**src/rtl/mii_q_mem_if_if.sv**
```systemverilog
// Bundles the Q-datapath <-> Q-table BRAM signals; master = datapath, slave = memory interface.
interface mii_q_mem_if_if #(
  parameter int L_WIDTH    = 4,
  parameter int Q_WIDTH    = 16,
  parameter int ADDR_WIDTH = 32
);
  localparam int N_LEVEL   = 2 ** (L_WIDTH / 2);
  localparam int S_WIDTH   = 2 * L_WIDTH;
  localparam int D_WIDTH   = Q_WIDTH * N_LEVEL;
  localparam int WEN_WIDTH = D_WIDTH / 8;
  localparam int A_WIDTH   = 2 + L_WIDTH / 2;

  logic [A_WIDTH-1:0]    A;
  logic [S_WIDTH-1:0]    S;
  logic [Q_WIDTH-1:0]    Q_new;
  logic [D_WIDTH-1:0]    D_road0;
  logic [D_WIDTH-1:0]    D_road1;
  logic [D_WIDTH-1:0]    D_road2;
  logic [D_WIDTH-1:0]    D_road3;
  logic                  wen;
  logic [ADDR_WIDTH-1:0] rd_addr;
  logic [ADDR_WIDTH-1:0] wr_addr;
  logic [D_WIDTH-1:0]    D_new;
  logic [WEN_WIDTH-1:0]  wen_bram0;
  logic [WEN_WIDTH-1:0]  wen_bram1;
  logic [WEN_WIDTH-1:0]  wen_bram2;
  logic [WEN_WIDTH-1:0]  wen_bram3;
  logic [D_WIDTH-1:0]    DEBUG_D;
  logic [1:0]            DEBUG_Ar;

  modport master (
    output A, S, Q_new, D_road0, D_road1, D_road2, D_road3, wen,
    input  rd_addr, wr_addr, D_new, wen_bram0, wen_bram1, wen_bram2, wen_bram3,
           DEBUG_D, DEBUG_Ar
  );

  modport slave (
    input  A, S, Q_new, D_road0, D_road1, D_road2, D_road3, wen,
    output rd_addr, wr_addr, D_new, wen_bram0, wen_bram1, wen_bram2, wen_bram3,
           DEBUG_D, DEBUG_Ar
  );
endinterface

```
**src/rtl/mii_q_mem_if.sv**
```systemverilog
// Q-table memory interface: row addressing, lane merge of Q_new, per-road byte-enable write.
// Read address/debug are combinational; write path is 1 clk; no backpressure, a request every cycle.
module mii_q_mem_if #(
  parameter int L_WIDTH    = 4,
  parameter int Q_WIDTH    = 16,
  parameter int R_WIDTH    = 16,
  parameter int ADDR_WIDTH = 32
) (
  input logic           clk,
  input logic           rst,
  mii_q_mem_if_if.slave bus
);
  localparam int N_LEVEL   = 2 ** (L_WIDTH / 2);
  localparam int S_WIDTH   = 2 * L_WIDTH;
  localparam int D_WIDTH   = Q_WIDTH * N_LEVEL;
  localparam int WEN_WIDTH = D_WIDTH / 8;
  localparam int EN_WIDTH  = WEN_WIDTH / N_LEVEL;
  localparam int A_WIDTH   = 2 + L_WIDTH / 2;
  localparam int D_SEL_W   = L_WIDTH / 2;
  localparam int ROW_SHIFT = $clog2(WEN_WIDTH);

  // The reward is consumed upstream; its width is only kept for parameter compatibility.
  if (R_WIDTH < 1) begin : g_r_width_invalid
  end

  logic [1:0]            a_r;
  logic [D_SEL_W-1:0]    a_d;
  logic [D_WIDTH-1:0]    d_road [4];
  logic [D_WIDTH-1:0]    d_sel;
  logic [D_WIDTH-1:0]    d_merge;
  logic [WEN_WIDTH-1:0]  lane_en;
  logic [ADDR_WIDTH-1:0] row_addr;

  logic [ADDR_WIDTH-1:0] wr_addr_q;
  logic [D_WIDTH-1:0]    d_new_q;
  logic [WEN_WIDTH-1:0]  wen_q [4];

  assign a_r = bus.A[A_WIDTH-1 -: 2];
  assign a_d = bus.A[D_SEL_W-1:0];

  assign d_road[0] = bus.D_road0;
  assign d_road[1] = bus.D_road1;
  assign d_road[2] = bus.D_road2;
  assign d_road[3] = bus.D_road3;
  assign d_sel     = d_road[a_r];

  // Row S starts at byte S*WEN_WIDTH; the zero pad keeps the top row from wrapping.
  assign row_addr = {{(ADDR_WIDTH - S_WIDTH - ROW_SHIFT){1'b0}}, bus.S, {ROW_SHIFT{1'b0}}};

  always_comb begin
    d_merge = d_sel;
    lane_en = '0;
    for (int k = 0; k < N_LEVEL; k++) begin
      if (a_d == D_SEL_W'(k)) begin
        d_merge[k*Q_WIDTH +: Q_WIDTH]  = bus.Q_new;
        lane_en[k*EN_WIDTH +: EN_WIDTH] = {EN_WIDTH{1'b1}};
      end
    end
  end

  always_ff @(posedge clk) begin
    if (rst) begin
      wr_addr_q <= '0;
      d_new_q   <= '0;
      for (int r = 0; r < 4; r++) begin
        wen_q[r] <= '0;
      end
    end else begin
      wr_addr_q <= row_addr;
      d_new_q   <= d_merge;
      for (int r = 0; r < 4; r++) begin
        wen_q[r] <= (bus.wen && (a_r == 2'(r))) ? lane_en : '0;
      end
    end
  end

  assign bus.rd_addr   = row_addr;
  assign bus.wr_addr   = wr_addr_q;
  assign bus.D_new     = d_new_q;
  assign bus.wen_bram0 = wen_q[0];
  assign bus.wen_bram1 = wen_q[1];
  assign bus.wen_bram2 = wen_q[2];
  assign bus.wen_bram3 = wen_q[3];
  assign bus.DEBUG_D   = d_sel;
  assign bus.DEBUG_Ar  = a_r;
endmodule

```
**src/flat_wrapper.sv**
```systemverilog
// flat-port wrapper written by rule: the top's interface ports become plain ports
module mii_q_mem_if_flat 
#(
  parameter int L_WIDTH    = 4,
  parameter int Q_WIDTH    = 16,
  parameter int R_WIDTH    = 16,
  parameter int ADDR_WIDTH = 32
)
  (clk, rst, bus_A, bus_S, bus_Q_new, bus_D_road0, bus_D_road1, bus_D_road2, bus_D_road3, bus_wen, bus_rd_addr, bus_wr_addr, bus_D_new, bus_wen_bram0, bus_wen_bram1, bus_wen_bram2, bus_wen_bram3, bus_DEBUG_D, bus_DEBUG_Ar);
  mii_q_mem_if_if #(.L_WIDTH(L_WIDTH), .Q_WIDTH(Q_WIDTH), .ADDR_WIDTH(ADDR_WIDTH)) bus_i ();
  input logic clk;
  input logic rst;
  input wire logic [$bits(bus_i.A)-1:0] bus_A;
  input wire logic [$bits(bus_i.S)-1:0] bus_S;
  input wire logic [$bits(bus_i.Q_new)-1:0] bus_Q_new;
  input wire logic [$bits(bus_i.D_road0)-1:0] bus_D_road0;
  input wire logic [$bits(bus_i.D_road1)-1:0] bus_D_road1;
  input wire logic [$bits(bus_i.D_road2)-1:0] bus_D_road2;
  input wire logic [$bits(bus_i.D_road3)-1:0] bus_D_road3;
  input wire logic [$bits(bus_i.wen)-1:0] bus_wen;
  output wire logic [$bits(bus_i.rd_addr)-1:0] bus_rd_addr;
  output wire logic [$bits(bus_i.wr_addr)-1:0] bus_wr_addr;
  output wire logic [$bits(bus_i.D_new)-1:0] bus_D_new;
  output wire logic [$bits(bus_i.wen_bram0)-1:0] bus_wen_bram0;
  output wire logic [$bits(bus_i.wen_bram1)-1:0] bus_wen_bram1;
  output wire logic [$bits(bus_i.wen_bram2)-1:0] bus_wen_bram2;
  output wire logic [$bits(bus_i.wen_bram3)-1:0] bus_wen_bram3;
  output wire logic [$bits(bus_i.DEBUG_D)-1:0] bus_DEBUG_D;
  output wire logic [$bits(bus_i.DEBUG_Ar)-1:0] bus_DEBUG_Ar;
  assign bus_i.A = bus_A;
  assign bus_i.S = bus_S;
  assign bus_i.Q_new = bus_Q_new;
  assign bus_i.D_road0 = bus_D_road0;
  assign bus_i.D_road1 = bus_D_road1;
  assign bus_i.D_road2 = bus_D_road2;
  assign bus_i.D_road3 = bus_D_road3;
  assign bus_i.wen = bus_wen;
  assign bus_rd_addr = bus_i.rd_addr;
  assign bus_wr_addr = bus_i.wr_addr;
  assign bus_D_new = bus_i.D_new;
  assign bus_wen_bram0 = bus_i.wen_bram0;
  assign bus_wen_bram1 = bus_i.wen_bram1;
  assign bus_wen_bram2 = bus_i.wen_bram2;
  assign bus_wen_bram3 = bus_i.wen_bram3;
  assign bus_DEBUG_D = bus_i.DEBUG_D;
  assign bus_DEBUG_Ar = bus_i.DEBUG_Ar;
  mii_q_mem_if #(.L_WIDTH(L_WIDTH), .Q_WIDTH(Q_WIDTH), .R_WIDTH(R_WIDTH), .ADDR_WIDTH(ADDR_WIDTH)) u_core (.clk(clk), .rst(rst), .bus(bus_i));
endmodule
```
**config.mk**
```make
export PLATFORM = sky130hd
export DESIGN_NAME = mii_q_mem_if_flat
export DESIGN_NICKNAME = d
export VERILOG_FILES = /design/src/rtl/mii_q_mem_if_if.sv /design/src/rtl/mii_q_mem_if.sv /design/src/flat_wrapper.sv
export SDC_FILE = /design/constraint.sdc
export NUM_CORES = 1
export LEC_CHECK = 0
export CAP_MARGIN = 10
export CORE_AREA = 4 4 200 202
export CTS_BUF_LIST = sky130_fd_sc_hd__clkbuf_8
export DETAILED_ROUTE_END_ITERATION = 10
export DIE_AREA = 0 0 204 206
export PLACE_DENSITY_LB_ADDON = 0.12
export SLEW_MARGIN = 10
export SYNTH_ARGS = -nofsm -noshare
export SYNTH_HDL_FRONTEND = slang
export SYNTH_SLANG_ARGS = --single-unit
```
**constraint.sdc**
```tcl
create_clock -name clk -period 4.29 [get_ports clk]
set_clock_uncertainty 0.05 [all_clocks]
set_input_delay 1.287 -clock clk [delete_from_list [all_inputs] [get_ports clk]]
set_output_delay 1.287 -clock clk [all_outputs]
set_load 0.03 [all_outputs]
```
==> results of run 1 <==
[per-layer routing]
layer | routed length [um] | part of all wire
met5 | 20 | 0.00063
met4 | 358 | 0.011
met2 | 17060 | 0.54
met3 | 2542 | 0.080
met1 | 11700 | 0.37
[stage by stage]
stage | std cells | hold WS (ns) | utilization
after floorplan | 541 | 1.365 | -
after global placement | 1432 | 1.705 | 0.2590
after detailed placement | 1432 | 1.713 | 0.2590
after CTS | 1448 | 1.254 | 0.2642
after global routing | 1448 | 1.297 | 0.2642
final | 1448 | 1.280 | 0.2642
[registers in the layout (all words and copies together) (netlist names)]
| signal | flops |
|---|---|
| u_core.wen_q | 16 |
| u_core.bus.D_new | 64 |
| u_core.bus.wr_addr | 8 |
[layout by cell type (no fill, tap or decap), drive strengths merged, types with 10 or more instances in the layout]
cell and n:
clkdlybuf4s50 399, nand2 129, dfxtp 88, buf 87, mux4 64, a21oi 64, conb 48, nor2 17
clkbuf 10, nor2b 10
[final cells by class]
class                   instances  area [um^2]
fillers                      4114        28170
repair buffers                486         4885
clock inverters                 6        61.31
clock buffers                  10        137.6
multi-input cells             340         2621
well taps                     518        648.1
flip-flops and latches         88         1762
[final timing paths]
kind | start | end | slack [ns]
max | bus_D_road1[14] | bus_DEBUG_D[14] | 0.13
min | rst | u_core.bus.D_new[10] | 1.28
[logic make-up after synthesis]
kind of cell | after synthesis | share of synthesized area
multiplexers | 64 | 0.2884
flip-flops | 88 | 0.3524
AND/OR/NAND/NOR | 164 | 0.1354
buffers and inverters | 113 | 0.1590
other | 1 | 0.0007502
AO/OA/AOI/OAI | 64 | 0.06408
[where the power goes]
part           total (W)  switching, W  internal (W)
registers       0.000886     0.0000140      0.000872
clock network   0.000633      0.000351      0.000283
logic            0.00121      0.000622      0.000585
==> results.sh, run 1 <==
export IMPL_grt_pass1_vias=5926
export IMPL_slowest_stage="clkdlybuf4s50_1"
export IMPL_cp_top_family="buffers and inverters"
export IMPL_worstMarginPinSlew_ns=0.7906
export IMPL_cp_start_kind="input pin"
export IMPL_dp_hpwl_um=26270
export IMPL_drv_cap=0
export IMPL_io_pin_count=513
export IMPL_place_congestion=0.7637
export IMPL_ant_nets=0
export IMPL_grt_usage=0.1430
export IMPL_use_met1=0.1590
export IMPL_timing_final_crit_share=0.9696
export IMPL_yosys_most_used_dff="dfxtp_1"
export IMPL_grt_ovfl_total=0
export IMPL_cp_max_fo=2
export IMPL_cts_setup_buffers=0
export IMPL_arrival_ns=2.82
export IMPL_die_area_um2=42020
export IMPL_required_ns=2.95
export IMPL_ys_seq_area_frac=0.3524
export IMPL_vias_per_cell=3.663
export IMPL_yosysWarnings=0
export IMPL_die_h_um=206
export IMPL_die_x_um=204
export IMPL_cts_hold_buf=0
export IMPL_start_util=0.1306
export IMPL_path_cells="clkdlybuf4s50_1 > mux4_2 > clkdlybuf4s50_1"
export IMPL_place_area_um2=9916
export IMPL_hold_path_depth=2
export IMPL_route_detailed_drc=0
export IMPL_numCtsBuffers=9
export IMPL_fin_ws_ns=0.1304
export IMPL_slew_headroom=0.4730
export IMPL_netlist_area_leader_share=0.3524
export IMPL_path_depth=3
export IMPL_cp_end_kind="output pin"
export IMPL_power_leakage_nw=3.860
export IMPL_power_density_nw_per_um2=269.5
export IMPL_routedWlPerCell_um=21.88
export IMPL_hold_path_class="in -> reg"
export IMPL_routed_wl_um=31680
export IMPL_vdd_drop_max_v=0.0001180
export IMPL_hold_viol=0
export IMPL_avgSynthCellArea_um2=10.12
export IMPL_firstDrtPassIters=4
export IMPL_grt_busiest_layer="met2"
export IMPL_areaGrowthSynthToFinish_pct=102.4
export IMPL_stdcell_area_um2=10110
export IMPL_setup_viol=0
export IMPL_drive_above_1_share=0.1796
export IMPL_cts_root_buf="clkbuf_8"
export IMPL_synth_area_um2=4999
export IMPL_synth_top_cells_by_count="nand2_1, dfxtp_1, buf_4"
export IMPL_h_tree_depth=3
export IMPL_core_um2=38290
export IMPL_io_buffers=464
export IMPL_final_nets=1212
export IMPL_synth_cell_type_count=18
export IMPL_pre_cts_slack_ns=0.1308
export IMPL_drt_iter0_markers=161
export IMPL_crit_type="in -> out"
export IMPL_clock_sinks=88
export IMPL_slew_viol_final=0
export IMPL_period_needed_ns=4.160
export IMPL_synth_seq_cells=88
export IMPL_rsz0062_at_grt="false"
export IMPL_clock_path_buffers=2
export IMPL_grt_pass1_wl_um=42590
export IMPL_status="completed"
export IMPL_max_freq_mhz=240.4
export IMPL_n_antenna_cell=0
export IMPL_clk_pin_slew_ns=0.10
export IMPL_synthCells=494
export IMPL_cts_tree="yes"
export IMPL_synth_most_common_cell="nand2_1"
export IMPL_path_common_cell="clkdlybuf4s50_1"
export IMPL_fp_row_count=72
export IMPL_num_vias=5304
export IMPL_crit_buf_inv=2
export IMPL_yosysTopAreaCell="dfxtp_1"
export IMPL_synth_edf_count=0
export IMPL_grt_max_degree=40
export IMPL_synthTopCellsByArea="dfxtp_1, mux4_2, buf_4, nand2_1, a21oi_1"
export IMPL_p_total_w=0.002726
export IMPL_async_flop_share=0
export IMPL_finalSetupTns_ns=0
export IMPL_use_met3=0.03970
export IMPL_antenna_found_initial=2
export IMPL_use_met2=0.2705
export IMPL_cts_resized=0
export IMPL_max_stage_delay_ns=0.61
Note: power is estimated with default switching activity, not from simulation.
==> inputs of run 2 (changes only) <==
Settings changed: GPL_TIMING_DRIVEN set to 1, SLEW_MARGIN 10 to 15.
==> results of run 2 <==
No change in the layout: final DEF, timing and power equal those of run 1.
